## config.mk

```make
export PLATFORM = sky130hd
export DESIGN_NAME = twi_wb_arbiter
export DESIGN_NICKNAME = d
export VERILOG_FILES = /design/src/rtl/twi_wb_arbiter.sv
export SDC_FILE = /design/constraint.sdc
export NUM_CORES = 1
export LEC_CHECK = 0
export ABC_AREA = 1
export BUFFER_PORTS_ARGS = -buffer_cell sky130_fd_sc_hd__buf_2
export CAP_MARGIN = 10
export CORE_AREA = 2 2 125 127
export CTS_BUF_LIST = sky130_fd_sc_hd__clkbuf_8
export DETAILED_ROUTE_END_ITERATION = 16
export DIE_AREA = 0 0 127 129
export SLEW_MARGIN = 20
export SYNTH_ARGS = -nofsm -noshare
export SYNTH_HDL_FRONTEND = slang
export SYNTH_SLANG_ARGS = --single-unit
```

## constraint.sdc

```tcl
create_clock -name clk_i -period 1.1 [get_ports clk_i]
set_input_delay 0.165 -clock clk_i [delete_from_list [all_inputs] [get_ports clk_i]]
set_output_delay 0.165 -clock clk_i [all_outputs]
set_load 0.005 [all_outputs]
```

## src/rtl/twi_wb_arbiter.sv

```systemverilog
// Two-master round-robin Wishbone arbiter in front of the mirror register slave.
// Optional bus watchdog enabled by defining WB_ARB_TIMEOUT_EN.
module twi_wb_arbiter #(
    parameter int ADDR_WIDTH     = 32,
    parameter int DATA_WIDTH     = 32,
    parameter int TIMEOUT_CYCLES = 255
) (
    input  logic                    clk_i,
    input  logic                    rstn_i,
    input  logic                    m0_cyc_i,
    input  logic                    m0_stb_i,
    input  logic                    m0_we_i,
    input  logic [ADDR_WIDTH-1:0]   m0_adr_i,
    input  logic [DATA_WIDTH-1:0]   m0_dat_i,
    input  logic [DATA_WIDTH/8-1:0] m0_sel_i,
    output logic [DATA_WIDTH-1:0]   m0_dat_o,
    output logic                    m0_ack_o,
    output logic                    m0_err_o,
    input  logic                    m1_cyc_i,
    input  logic                    m1_stb_i,
    input  logic                    m1_we_i,
    input  logic [ADDR_WIDTH-1:0]   m1_adr_i,
    input  logic [DATA_WIDTH-1:0]   m1_dat_i,
    input  logic [DATA_WIDTH/8-1:0] m1_sel_i,
    output logic [DATA_WIDTH-1:0]   m1_dat_o,
    output logic                    m1_ack_o,
    output logic                    m1_err_o,
    output logic                    s_cyc_o,
    output logic                    s_stb_o,
    output logic                    s_we_o,
    output logic [ADDR_WIDTH-1:0]   s_adr_o,
    output logic [DATA_WIDTH-1:0]   s_dat_o,
    output logic [DATA_WIDTH/8-1:0] s_sel_o,
    input  logic [DATA_WIDTH-1:0]   s_dat_i,
    input  logic                    s_ack_i,
    input  logic                    s_err_i,
    output logic [1:0]              grant_o
);
    localparam int SEL_WIDTH = DATA_WIDTH / 8;

    typedef enum logic [1:0] {IDLE, BUS0, BUS1} state_t;

    state_t state_reg, state_next;
    logic   last_grant_reg, last_grant_next;
    logic   [1:0] grant;
    logic   stb_raw;
    logic   timeout;

    always_ff @(posedge clk_i or negedge rstn_i) begin
        if (!rstn_i) begin
            state_reg      <= IDLE;
            last_grant_reg <= 1'b1;
        end else begin
            state_reg      <= state_next;
            last_grant_reg <= last_grant_next;
        end
    end

    // A grant is released only when its owner drops cyc; the waiting
    // master takes over on the same edge so there is no idle bubble.
    always_comb begin
        state_next      = state_reg;
        last_grant_next = last_grant_reg;
        case (state_reg)
            IDLE: begin
                if (m0_cyc_i && m1_cyc_i)
                    state_next = last_grant_reg ? BUS0 : BUS1;
                else if (m0_cyc_i)
                    state_next = BUS0;
                else if (m1_cyc_i)
                    state_next = BUS1;
            end
            BUS0: begin
                if (!m0_cyc_i) begin
                    last_grant_next = 1'b0;
                    state_next      = m1_cyc_i ? BUS1 : IDLE;
                end
            end
            BUS1: begin
                if (!m1_cyc_i) begin
                    last_grant_next = 1'b1;
                    state_next      = m0_cyc_i ? BUS0 : IDLE;
                end
            end
            default: state_next = IDLE;
        endcase
    end

    assign grant   = {state_reg == BUS1, state_reg == BUS0};
    assign grant_o = grant;

    assign s_cyc_o = (grant[0] & m0_cyc_i) | (grant[1] & m1_cyc_i);
    assign stb_raw = (grant[0] & m0_stb_i) | (grant[1] & m1_stb_i);
    assign s_stb_o = stb_raw & ~timeout;
    assign s_we_o  = (grant[0] & m0_we_i) | (grant[1] & m1_we_i);
    assign s_adr_o = ({ADDR_WIDTH{grant[0]}} & m0_adr_i) | ({ADDR_WIDTH{grant[1]}} & m1_adr_i);
    assign s_dat_o = ({DATA_WIDTH{grant[0]}} & m0_dat_i) | ({DATA_WIDTH{grant[1]}} & m1_dat_i);
    assign s_sel_o = ({SEL_WIDTH{grant[0]}} & m0_sel_i) | ({SEL_WIDTH{grant[1]}} & m1_sel_i);

    assign m0_dat_o = s_dat_i;
    assign m1_dat_o = s_dat_i;
    assign m0_ack_o = grant[0] & s_ack_i;
    assign m1_ack_o = grant[1] & s_ack_i;
    assign m0_err_o = grant[0] & (s_err_i | timeout);
    assign m1_err_o = grant[1] & (s_err_i | timeout);

`ifdef WB_ARB_TIMEOUT_EN
    localparam logic [15:0] WDT_LAST = 16'(TIMEOUT_CYCLES - 1);

    logic [15:0] wdt_reg, wdt_next;
    logic        stalled;

    assign stalled = s_cyc_o & stb_raw & ~s_ack_i & ~s_err_i;
    assign timeout = stalled & (wdt_reg == WDT_LAST);

    // The hung strobe is withheld for the err cycle; the grant stays put.
    always_comb begin
        wdt_next = wdt_reg + 16'd1;
        if (!stalled || timeout || (state_next != state_reg))
            wdt_next = 16'd0;
    end

    always_ff @(posedge clk_i or negedge rstn_i) begin
        if (!rstn_i)
            wdt_reg <= 16'd0;
        else
            wdt_reg <= wdt_next;
    end
`else
    assign timeout = 1'b0;
`endif

endmodule
```

# Word-level counts from Yosys, hierarchy flattened
# Cells that the tools add are included.
# word_totals
register_bits,3
inputBits,178
output_inout_bits,141
wordCells,46
# classes
n_eq_ne,5
muxes,12
n_bitwise,22
reduce_logical,5
# op_table
cell,n
$and 32x32->32,4
$or 32x32->32,2
$mux 2,7
$and 1x1->1,10
$and 4x4->4,2
$pmux 2 s3,1
$reduce_and 3->1,2
$ne 2x2->1 const B,2
$ne 4x4->1 const B,1
$or 4x4->4,1
$mux 1,3
$or 1x1->1,3
$eq 2x1->1 const B,1
$eq 2x2->1 const B,1
$logic_not 2->1,1
$pmux 1 s2,1
$reduce_bool 2->1,1
$logic_and 1x1->1,1

# Logic depth before layout (Yosys ltp)
# Gate-level depths: netlist (run 1).
# depth
ltp_word,4
mapped_depth,6

# Least setup slack after synthesis (run 1)
# Ideal clock, no wire load.
# synth_path
path_kind,register to output
from,register state_reg[1]
to,output port s_dat_o[25]
t_arrival_ps,981
path_slack_ps,-46
stages_incl_launch_ff,6
cell_sequence,dfrtp_1 > inv_2 > nand2_4 > inv_6 > buf_6 > a22o_1
# synth_between
elab_chain_cells,3
# synth_lines
element,line,rtl
start: declaration,43,"state_t state_reg, state_next;"
start signal: assignment,54,state_reg <= state_next;
$eq 2x1->1,89,"assign grant = {state_reg == BUS1, state_reg == BUS0};"
named net grant_o[0],37,output logic [1:0] grant_o
$and 32x32->32,97,assign s_dat_o = ({DATA_WIDTH{grant[0]}} & m0_dat_i) | ({DATA_WIDTH{grant[1]}} & m1_dat_i);
$or 32x32->32,97,
end: declaration,32,"output logic [DATA_WIDTH-1:0] s_dat_o,"
# The timed path passes the listed nets, and every way through them passes these cells.

# Worst setup path in the final report (run 1)
# layout_path
from,register state_reg[0]
to,output port s_adr_o[21]
# layout_between
elab_chain_cells,3
# layout_lines
element,line,rtl
$eq 2x1->1 or $eq 2x2->1 (tied branches),89,
$and 32x32->32,96,assign s_adr_o = ({ADDR_WIDTH{grant[0]}} & m0_adr_i) | ({ADDR_WIDTH{grant[1]}} & m1_adr_i);
$or 32x32->32 *,96,
end: declaration,31,"output logic [ADDR_WIDTH-1:0] s_adr_o,"
# Mark *: on every way between the ends. The rest lies on a longest branch, timed or not.

==> reports/summary.txt, run 1 <==
Post-Synth Adder-Cell Area -> 0%
Synth Area in Compound Gates -> 42.0%
Synth top area share -> 41.0%
Post-route setup slack -> -0.447 ns
Crit start category -> flip-flop
WS Path Type -> reg2out
Unrepaired setup endpoints after global routing -> true
Setup violations, final -> 80
FILL cells -> 1671
Rel. slew slack -> 89.1%
Leading area contributor after synthesis -> a22o_1
Detailed Place HPWL -> 5.93 mm
Area share of and/or/nand/nor cells after synthesis -> 6.95%
Critical path cell sequence -> buf_6, nand2_8, inv_12, buf_12, a22o_1, buf_2
H-tree levels -> 1
DRC violations left -> 0
Initial Util -> 9.98%
Max reg flops -> 2
Die width -> 127 µm
Die ar. -> 16400 µm²
Post-synthesis cell type count -> 15
Failing checks -> negative setup slack
Share of cells above drive strength 1 -> 75.1%
DR vias -> 2129
Max layer used -> met4
Leakage -> 0.00157 µW
First-pass iteration count of the detailed router -> 5
Std-Cell Rows -> 45
DR vias/cell -> 3.87
WL met1 -> 2.87 mm
Slew Viols, Final -> 0
Tmin final -> 1.55 ns
TritonCTS clock tree -> built
Fin nets -> 540
Root Buffer -> clkbuf_8
Finished Cell Area -> 2690 µm²
Largest family of logic cells by synthesized area -> buffers and inverters
GRT Total Usage -> 7.54%
Routed wire length on met2 -> 3.75 mm
CP Buf/Inv Count -> 4
Placed cell count -> 532
Height of the die -> 129 µm
Routability Congestion -> 0.789
Clock Skew -> 0.00156 ns
Clock edge transition at the registers on the reported setup and hold paths -> 0.03 ns
Max FO, Critical Path -> 20
Max cap viols -> 0
CP Data Arrival Time -> 1.38 ns
Vias in the first global route -> 1879
Min-Delay Path Class -> in2reg
Syn-to-layout area delta -> 80.1%
Total CTS buffers -> 3
Initial antenna violation count -> 1
Post-synthesis xor/xnor area fraction -> 0%
Sequential-to-total area share from yosys stat -> 5.10%
Antenna Nets Post-Route -> 0
Slew @ Worst Pin -> 0.163 ns
CP required -> 0.94 ns
Mapped cell area -> 1500 µm²
Max Fclk -> 646 MHz
Dpl ws -> -0.236 ns
Largest net degree at the start of global routing -> 22
Mean Syn Cell Area -> 8.04 µm²
Status -> complete, but fails checks
Seq cells post-synth -> 3
Worst setup EP type -> primary output
Max incr delay on CP -> 0.39 ns
Top cells by area, synth -> a22o_1, buf_4, buf_6
Gr ovfl total -> 0
Port Buffers -> 222
First-pass GRT wire length -> 9.55 mm
Drt first-iter violations -> 92
CP delay by family, top -> buffers and inverters
Clock latency on the worst-skew pair -> 0.21 ns
CTS sink count -> 3
I/O pin cnt -> 319
Max VDD drop -> 0.00102 V
Max clock buf depth -> 2
Dpl cell area -> 2370 µm²
Core Footprint -> 15000 µm²
Final Cycle Share -> 141%
Cells after Synth -> 186
Final-report hold violation count -> 0
Pwr dens -> 2320 nW/µm²
Post-Layout Cell Count -> 550
Flop2flop setup slack -> -0.12 ns
Wirelength per Cell -> 13.8 µm
Mux share of post-synthesis cell area -> 0%
Pwr Total -> 6240 µW
Aggregate routed wire length -> 7.57 mm
Metal3 WL -> 675 µm
Slowest cell on the critical path -> dfrtp_1
Min Hold Slack -> 0.160 ns
Yosys warnings -> 0
Post-Syn Nets -> 364
## routing by layer
metal  track usage [%]  up-vias
met2              13.9      163
met3             0.998       27
met1              8.76      966
met5                 0        -
met4              3.30        0
li1                  -      973
## power by group
part	switching (µW)	leakage [µW]	internal (µW)	total, µW
sequential	65.8	0.0000344	185	251
clock	73.1	0.0000269	238	311
combinational	2530	0.00151	3160	5680
total	2670	0.00157	3580	6240
## synth_stat cells
master,number
inv_1,4
dfstp_2,1
nor2_1,7
inv_4,1
buf_4,65
inv_2,3
nand2_1,8
a21oi_1,1
dfrtp_1,2
nand2_4,2
buf_6,14
o21ai_1,2
nand3_1,5
a22o_1,70
inv_6,1
## final cells by class
type	instances	area [µm²]	share of cell area, %
diodes	1	2.50	0.0929
repair buffers	249	1470	54.4
flip-flops and latches	3	77.6	2.88
well taps	188	235	8.74
clock buffers	3	41.3	1.53
clock inverters	1	3.75	0.139
repair inverters	1	6.26	0.232
multi-input cells	95	802	29.8
inverters	9	58.8	2.18
## stage by stage
stage          TNS [ns]  util, %
6_report         -30.82     18.0
5_1_grt          -35.35     18.0
4_1_cts          -31.34     17.6
3_5_place_dp     -13.20     15.9
3_3_place_gp     -12.71     15.9
2_1_floorplan     -2.12        -
## cell usage in the layout, fill, tap and decap left out, drive strengths merged
cell           n
buf          248
a22o          70
inv           11
nand2         10
nor2           7
nand3          5
clkbuf         3
o21ai          2
dfrtp          2
diode          1
a21oi          1
dlygate4sd3    1
dfstp          1
## cell families after synthesis
logic type / after synthesis
buf+inv: 88
flops: 3
compound gates: 73
simple gates: 22
## path summary, 6_finish.rpt
check	end	startpoint	cells past startpoint
hold / removal	last_grant_reg	m1_cyc_i	2
setup / recovery	s_adr_o[21]	state_reg[0]	6
setup reg to reg	state_reg[1]	state_reg[1]	9
min in group asynchronous	state_reg[0]	rstn_i	2
hold reg to reg	last_grant_reg	last_grant_reg	2
max in group asynchronous	last_grant_reg	rstn_i	2
## repair_timing
| action | 4_1_cts | 5_1_grt |
|---|---|---|
| hold buffers | 1 | 0 |
| gates cloned | 4 | 0 |
| gates resized for setup | 25 | 11 |
| endpoints found under the setup margin | 79 | 80 |
| endpoints found under the hold margin | 3 | 0 |
| pin swaps | 10 | 4 |
| buffers inserted | 8 | 4 |
Note: power is estimated with default switching activity, not from simulation.
==> inputs of run 2 (changes only) <==
--- a/config.mk
+++ b/config.mk
@@ -12,6 +12,7 @@
 export CTS_BUF_LIST = sky130_fd_sc_hd__clkbuf_8
 export DETAILED_ROUTE_END_ITERATION = 16
 export DIE_AREA = 0 0 127 129
+export REMOVE_ABC_BUFFERS = 1
 export SLEW_MARGIN = 20
 export SYNTH_ARGS = -nofsm -noshare
 export SYNTH_HDL_FRONTEND = slang
==> reports/summary.txt, run 2 (synthesis gave the netlist of run 1 again) <==
Fin nets -> 536 (was 540)
CP Buf/Inv Count -> 4 (unchanged)
Crit start category -> flip-flop (unchanged)
DR vias -> 2163 (was 2129)
Syn-to-layout area delta -> 80.4% (was 80.1%)
Slew @ Worst Pin -> 0.176 ns (was 0.163 ns)
Register area -> 76.3 µm² (was 77.6 µm²)
CTS sink count -> 3 (unchanged)
Diodes inserted -> 0 (was 1)
Max Fclk -> 635 MHz (was 646 MHz)
Pwr dens -> 2390 nW/µm² (was 2320 nW/µm²)
FILL cells -> 1683 (was 1671)
Total CTS buffers -> 3 (unchanged)
Vias in the first global route -> 1876 (was 1879)
Post-layout util -> 18.0% (about the same)
GRT Total Usage -> 11.2% (was 7.54%)
DRC violations left -> 0 (unchanged)
Gr ovfl total -> 0 (unchanged)
Port Buffers -> 222 (unchanged)
CP required -> 0.94 ns (about the same)
Critical path cell sequence -> inv_2, nand2_4, inv_8, buf_12, a22o_1, buf_6 (was buf_6, nand2_8, inv_12, buf_12, a22o_1, buf_2)
Status -> complete, but fails checks (unchanged)
Detailed Place HPWL -> 8.49 mm (was 5.93 mm)
Most common cell after layout, fill and taps aside -> buf_2 (unchanged)
Final-report hold violation count -> 0 (unchanged)
Final Cycle Share -> 143% (was 141%)
Max VDD drop -> 0.000617 V (was 0.00102 V)
Wirelength per Cell -> 19.6 µm (was 13.8 µm)
Clock edge transition at the registers on the reported setup and hold paths -> 0.03 ns (about the same)
Setup TNS -> -30.97 ns (was -30.82 ns)
Max incr delay on CP -> 0.42 ns (was 0.39 ns)
Max FO, Critical Path -> 26 (was 20)
Aggregate routed wire length -> 10.7 mm (was 7.57 mm)
CP delay by family, top -> buffers and inverters (unchanged)
Rel. slew slack -> 88.3% (was 89.1%)
Tmin final -> 1.57 ns (was 1.55 ns)
I/O pin cnt -> 319 (unchanged)
Drt first-iter violations -> 77 (was 92)
Max reg flops -> 2 (unchanged)
Leakage -> 0.00157 µW (about the same)
Clock Skew -> 0.00168 ns (was 0.00156 ns)
H-tree levels -> 1 (unchanged)
First-pass GRT wire length -> 12.9 mm (was 9.55 mm)
Initial antenna violation count -> 0 (was 1)
TritonCTS clock tree -> built (unchanged)
Initial Util -> 9.98% (unchanged)
Post-Layout Cell Count -> 545 (was 550)
Height of the die -> 129 µm (unchanged)
Clock latency on the worst-skew pair -> 0.22 ns (was 0.21 ns)
Std-Cell Rows -> 45 (unchanged)
First-pass iteration count of the detailed router -> 4 (was 5)
Min-Delay Path Class -> in2reg (unchanged)
Failing checks -> negative setup slack (unchanged)
Die width -> 127 µm (unchanged)
Worst setup EP type -> primary output (unchanged)
CP Data Arrival Time -> 1.41 ns (was 1.38 ns)
Setup violations, final -> 79 (was 80)
Unrepaired setup endpoints after global routing -> true (unchanged)
Antenna Nets Post-Route -> 0 (unchanged)
WS Path Type -> reg2out (unchanged)
DR vias/cell -> 3.97 (was 3.87)
Placed cell count -> 531 (was 532)
Root Buffer -> clkbuf_8 (unchanged)
Core Footprint -> 15000 µm² (unchanged)
Slowest cell on the critical path -> dfrtp_1 (unchanged)
Share of cells above drive strength 1 -> 74.8% (was 75.1%)
Slew Viols, Final -> 0 (unchanged)
Routability Congestion -> 0.768 (was 0.789)
Most frequent cells in the layout -> buf_2, a22o_1, buf_6 (unchanged)
Area of the multi-input gates -> 805 µm² (was 802 µm²)
Min Hold Slack -> 0.181 ns (was 0.160 ns)
Max cap viols -> 0 (unchanged)
Post-route setup slack -> -0.474 ns (was -0.447 ns)
Die ar. -> 16400 µm² (unchanged)
Largest net degree at the start of global routing -> 27 (was 22)
Max clock buf depth -> 2 (unchanged)
[run 2: cell type report]
type                    instances  share of cell area [%]
repair buffers                246                    55.1
multi-input cells              95                    29.8
flip-flops and latches          3                    2.83
inverters                       9                    1.90
clock inverters                 1                   0.139
clock buffers                   3                    1.53
well taps                     188                    8.72
[run 2: power by group]
| group | internal [µW] | switching, µW |
|---|---|---|
| combinational | 3240 | 2640 |
| sequential | 181 | 72.4 |
| clock | 238 | 76.4 |
| total | 3660 | 2790 |
[run 2: layer usage]
metal  GRT usage (%)  wire [µm]  up-vias
met1            11.3       3670      946
met4           0.776         40        2
met5            4.41         57        -
li1                -          -      962
met2            16.0       4490      245
met3            12.6       2440        8
[run 2: worst reg2reg max path: stages, from the launching register on]
cell,delay [ns]
dfrtp_1,0.42
inv_2,0.10
buf_4,0.11
buf_6,0.09
nand3_4,0.07
nand2_4,0.09
buf_6,0.10
inv_4,0.03
nand3_2,0.04
nand2_1,0.05
[run 2: final timing paths]
path | startpoint | endpoint | slack (ns) | cells past startpoint
setup / recovery | state_reg[1] | s_stb_o | -0.47 | 6
hold / removal | m1_cyc_i | last_grant_reg | 0.18 | 2
setup reg to reg | state_reg[1] | state_reg[0] | -0.11 | 9
hold reg to reg | last_grant_reg | last_grant_reg | 0.48 | 2
max in group asynchronous | rstn_i | last_grant_reg | 0.61 | 2
min in group asynchronous | rstn_i | state_reg[1] | 0.28 | 2
[run 2: what timing repair did]
item | in CTS | in global routing
hold endpoints to repair | 3 | 0
gates cloned | 3 | 0
setup buffers | 4 | 2
pin swaps | 2 | 2
endpoints found under the setup margin | 79 | 79
gates resized for setup | 22 | 13
hold buffers | 1 | 0
[run 2: stage by stage]
stage	setup WS, ns	power, µW	area, µm²
2_1_floorplan	-0.242	2400	850
3_3_place_gp	-0.281	5120	2380
3_5_place_dp	-0.288	5120	2380
4_1_cts	-0.504	6310	2620
5_1_grt	-0.546	6950	2700
6_report	-0.474	6440	2700
